--- config.mk ---
export PLATFORM = sky130hd
export DESIGN_NAME = pc_fetch_unit
export DESIGN_NICKNAME = d
export VERILOG_FILES = /design/src/rtl/pc_fetch_unit.sv
export SDC_FILE = /design/constraint.sdc
export NUM_CORES = 1
export LEC_CHECK = 0
export ABC_AREA = 0
export CAP_MARGIN = 40
export CELL_PAD_IN_SITES_DETAIL_PLACEMENT = 0
export CELL_PAD_IN_SITES_GLOBAL_PLACEMENT = 1
export CORE_MARGIN = 2
export CORE_UTILIZATION = 26
export CTS_BUF_LIST = sky130_fd_sc_hd__clkbuf_4
export DETAILED_ROUTE_END_ITERATION = 16
export GPL_TIMING_DRIVEN = 0
export MAX_ROUTING_LAYER = met4
export PLACE_DENSITY = 0.87
export SYNTH_ARGS = -nofsm -noshare
export SYNTH_HDL_FRONTEND = slang
export SYNTH_SLANG_ARGS = --single-unit
export TNS_END_PERCENT = 30
--- constraint.sdc ---
create_clock -name CLK -period 1.95 [get_ports CLK]
set_clock_uncertainty 0.15 [all_clocks]
set_input_delay 0.39 -clock CLK [delete_from_list [all_inputs] [get_ports CLK]]
set_output_delay 0.39 -clock CLK [all_outputs]
set_load 0.05 [all_outputs]
--- src/rtl/pc_fetch_unit.sv ---
// Program counter and instruction-fetch stage: fetches one instruction per
// request/ready handshake and issues it to decode with a valid/stall handshake.
module pc_fetch_unit #(
  parameter int unsigned        ADDR_W   = 32,
  parameter logic [ADDR_W-1:0]  RESET_PC = '0
) (
  input  logic              CLK,
  input  logic              CLRN,
  input  logic              STALL,
  input  logic              BRANCH_TAKEN,
  input  logic [ADDR_W-1:0] BRANCH_TARGET,
  input  logic              JUMP,
  input  logic [ADDR_W-1:0] JUMP_TARGET,
  output logic              IM_REQ,
  output logic [ADDR_W-1:0] IM_ADDR,
  input  logic              IM_READY,
  input  logic [31:0]       IM_DATA,
  output logic [31:0]       INST,
  output logic              INST_VALID,
  output logic [ADDR_W-1:0] PC,
  output logic [ADDR_W-1:0] PC_PLUS4
);

  typedef enum logic [1:0] {
    IDLE  = 2'd0,
    FETCH = 2'd1,
    ISSUE = 2'd2
  } state_e;

  localparam logic [ADDR_W-1:0] FOUR       = ADDR_W'(4);
  localparam logic [ADDR_W-1:0] ALIGN_MASK = ~ADDR_W'(3);

  state_e            state_q, state_d;
  logic [ADDR_W-1:0] pc_q, pc_d;
  logic [31:0]       inst_q, inst_d;
  logic [ADDR_W-1:0] pc_plus4;
  logic [ADDR_W-1:0] next_pc;

  assign pc_plus4 = pc_q + FOUR;

  // Jump outranks branch; both targets are word-aligned before use.
  always_comb begin
    next_pc = pc_plus4;
    if (JUMP) begin
      next_pc = JUMP_TARGET & ALIGN_MASK;
    end else if (BRANCH_TAKEN) begin
      next_pc = BRANCH_TARGET & ALIGN_MASK;
    end
  end

  always_comb begin
    state_d = state_q;
    pc_d    = pc_q;
    inst_d  = inst_q;
    unique case (state_q)
      IDLE: begin
        state_d = FETCH;
      end
      FETCH: begin
        if (IM_READY) begin
          inst_d  = IM_DATA;
          state_d = ISSUE;
        end
      end
      ISSUE: begin
        if (!STALL) begin
          pc_d    = next_pc;
          state_d = FETCH;
        end
      end
      default: begin
        state_d = IDLE;
      end
    endcase
  end

  always_ff @(posedge CLK or negedge CLRN) begin
    if (!CLRN) begin
      state_q <= IDLE;
      pc_q    <= RESET_PC;
      inst_q  <= '0;
    end else begin
      state_q <= state_d;
      pc_q    <= pc_d;
      inst_q  <= inst_d;
    end
  end

  // Handshake outputs decode straight from state so reset drops them at once.
  assign IM_REQ     = (state_q == FETCH);
  assign INST_VALID = (state_q == ISSUE);
  assign IM_ADDR    = pc_q;
  assign PC         = pc_q;
  assign PC_PLUS4   = pc_plus4;
  assign INST       = inst_q;

endmodule

==> flow_summary.ini <==
[route]
drtPass1Iterations = 4
route.detailed.drc = 0
vias_per_cell = 4.815
drt_first_iter_violations = 204
wl_per_cell_um = 18.51
wirelength_mm = 17.38
drtAntennaViolNets = 0
vias = 4521

[yosys]
synthTopCellsByArea = dfrtp_1 39%, mux2_2 8.8%, buf_4 6.8%
yosys.area.top_type = dfrtp_1
yosys_warnings = 0
synth.cell_area_um2 = 4091
yosys-top-cells-count = 64 x dfrtp_1, 37 x buf_4, 32 x mux2_2, 29 x a21oi_1, 24 x o21ai_0
synth_seq_cells = 64
synth_top_area_share_pct = 39.14
synth-edff-count = 0
avgSynthCellArea_um2 = 9.741
ys_types = 53
async_reset_ff_share_pct = 100.0
synth_flop_cell = dfrtp_1
syn_inst = 420
synth.yosys.seq_area_share_pct = 39.14
synth_most_common_cell = dfrtp_1

[power_and_ir_drop]
clkPwrFrac_pct = 7.1
ir_worst_vdd_uv = 1161
p_leak_nw = 3.546
p_sw_share_pct = 55.56
p_switching_mw = 8.204
powerDensity_nw_per_um2 = 1836
sequentialPowerShare_pct = 18.4
cellInternalPower_mw = 6.563
comb_power_share_pct = 74.5

[placement]
place_inst = 857
hpwl_mm = 12.50
gp_congestion = 0.8671
place_ws_ns = -1.067
io_buffers = 220

[clocking]
cts_buffers = 9
clock_latency_ns = 0.42
clockRootBuffer = clkbuf_4
clkTransAtPathRegs_ns = 0.12
clock-sinks = 64
htreeDepth = 3
tritoncts = yes
cts_buffer_depth = 2

[final_layout]
drive_above_1_share_pct = 50.00
num-fill-cells = 1398
fin_cells = 939
multi_input_area_um2 = 2729
syn_to_final_growth_pct = 96.64
seqCellArea_um2 = 1642
diodes = 0
layout.nets = 826
utilization_pct = 52.53

[die]
num_io_pins = 232
rows = 45
die_w_um = 129.4
design.core.area_um2 = 15310
floorplan.initialDensity_pct = 26.72
dieArea_um2 = 16760
die_y_um = 129.4

[sta]
finalCritPeriodShare_pct = 134.1
max_freq_mhz = 382.5
tns_ns = -14.39
worst_pin_slew_ns = 0.6949
hold_viol = 0
slew_viol_final = 0
period_needed_ns = 2.614
setup_violations = 38
rsz0062_at_grt = true
relSlewSlack_pct = 53.68
fin_worst_hold_slack_ns = 0.2578
setup_ws_ns = -0.6642

[global_routing]
grt_pass1_vias = 4680
antenna_found_initial = 0
grt_overflow = 0
track_usage_pct = 21.30
grt_max_degree = 48
grt_pass1_wl_mm = 26.19

[worst_setup_path]
cp.required_ns = 1.41
reg2reg_depth = 8
critPathMaxFanout = 7
rrSetupSlack_ns = -0.15
worstSetupPathType = flip-flop to output pin
cp-start-kind = flip-flop
worstReg2RegStart = IM_ADDR[5]
r2r-end = IM_ADDR[18]
worstSetupEndpointType = output pin
worstPathArrival_ns = 2.07

[job]
drv_cap = 0

[hold_path]
hp-class = input pin to asynchronous set/reset pin

[status]
outcome = finished with violations
violations = negative setup slack
## worst max path at each step
stage / start / endpoint / slack, ns / cells after the start
2_1_floorplan: IM_ADDR[5] / PC_PLUS4[28] / -0.43 / 5
3_3_place_gp: CLRN / IM_ADDR[2] / -2.39 / 1
3_5_place_dp: IM_ADDR[16] / PC_PLUS4[26] / -1.07 / 5
4_1_cts: IM_ADDR[4] / PC_PLUS4[27] / -0.72 / 7
5_1_grt: IM_ADDR[5] / PC_PLUS4[27] / -0.76 / 7
6_report: IM_ADDR[5] / PC_PLUS4[27] / -0.66 / 7
## registers in the layout, summed over array words and instances (netlist names)
| signal | cells |
|---|---|
| INST | 32 |
| IM_ADDR | 30 |
| state_q | 2 |
## layout by cell type, fill, tap and decap left out, drive strengths merged, types with 6 or more instances in the layout
cell type,count
a21oi,29
a22o,6
a22oi,12
and3,10
buf,184
clkbuf,30
clkdlybuf4s15,20
clkdlybuf4s50,95
conb,6
dfrtp,64
dlygate4sd2,34
inv,11
mux2,32
mux2i,6
nand2,20
nand3,12
nand4,14
nor2,20
nor2b,7
nor4,6
o21ai,27
xnor2,19
xor2,9
## critical path, cell delays in order (launching register included)
cell	delay, ns
dfrtp_2	0.39
buf_6	0.12
and4_4	0.25
and4_1	0.19
buf_6	0.16
and3_4	0.24
xor2_4	0.14
buf_6	0.17
## per-stage QoR
step / total power, mW / instance area (µm²)
4_1_cts: 14.58 / 7731
6_report: 14.77 / 8045
2_1_floorplan: 9.968 / 4632
3_3_place_gp: 13.21 / 7098
5_1_grt: 15.41 / 8045
3_5_place_dp: 13.35 / 7123
## kinds of logic after synthesis
family	synth area share, %
buffers and inverters	11.04
adders and majority gates	0.3058
AOI/OAI and AO/OA	17.43
DFF	39.14
xor gates and xnor gates	5.994
muxes	10.28
and+or+nand+nor	15.72
other	0.09166
## cell type report
class	count	share of cell area (%)
Tap cell	211	3.281
Clock inverter	5	0.8865
Clock buffer	11	1.026
Multi-Input combinational cell	284	33.92
Buffer	66	5.956
Timing Repair Buffer	287	34.01
Sequential cell	64	20.40
Inverter	11	0.5132
## metal layers
layer	GRT usage [%]	routed length (µm)
met3	5.202	1434
met4	8.855	408
met5	-	0
met1	25.23	6802
met2	34.74	8731
## what timing repair did
action                                  in CTS  in global routing
gates resized for setup                    471                 70
hold endpoints to repair                    56                  0
cloned                                       1                  0
setup buffers                               43                 22
endpoints found under the setup margin     156                 90
pin swaps                                   32                 30
hold buffers                                 1                  0
## power by group through the flow
stage	clock network (mW)	logic, mW	registers, mW
floorplan	0	4.81	5.16
global placement	0	10.2	3.04
detailed placement	0	10.3	3.09
CTS	1.09	10.8	2.71
global route	1.13	11.5	2.81
finish	1.05	11.0	2.71
Power figures use the tool's default switching activity.
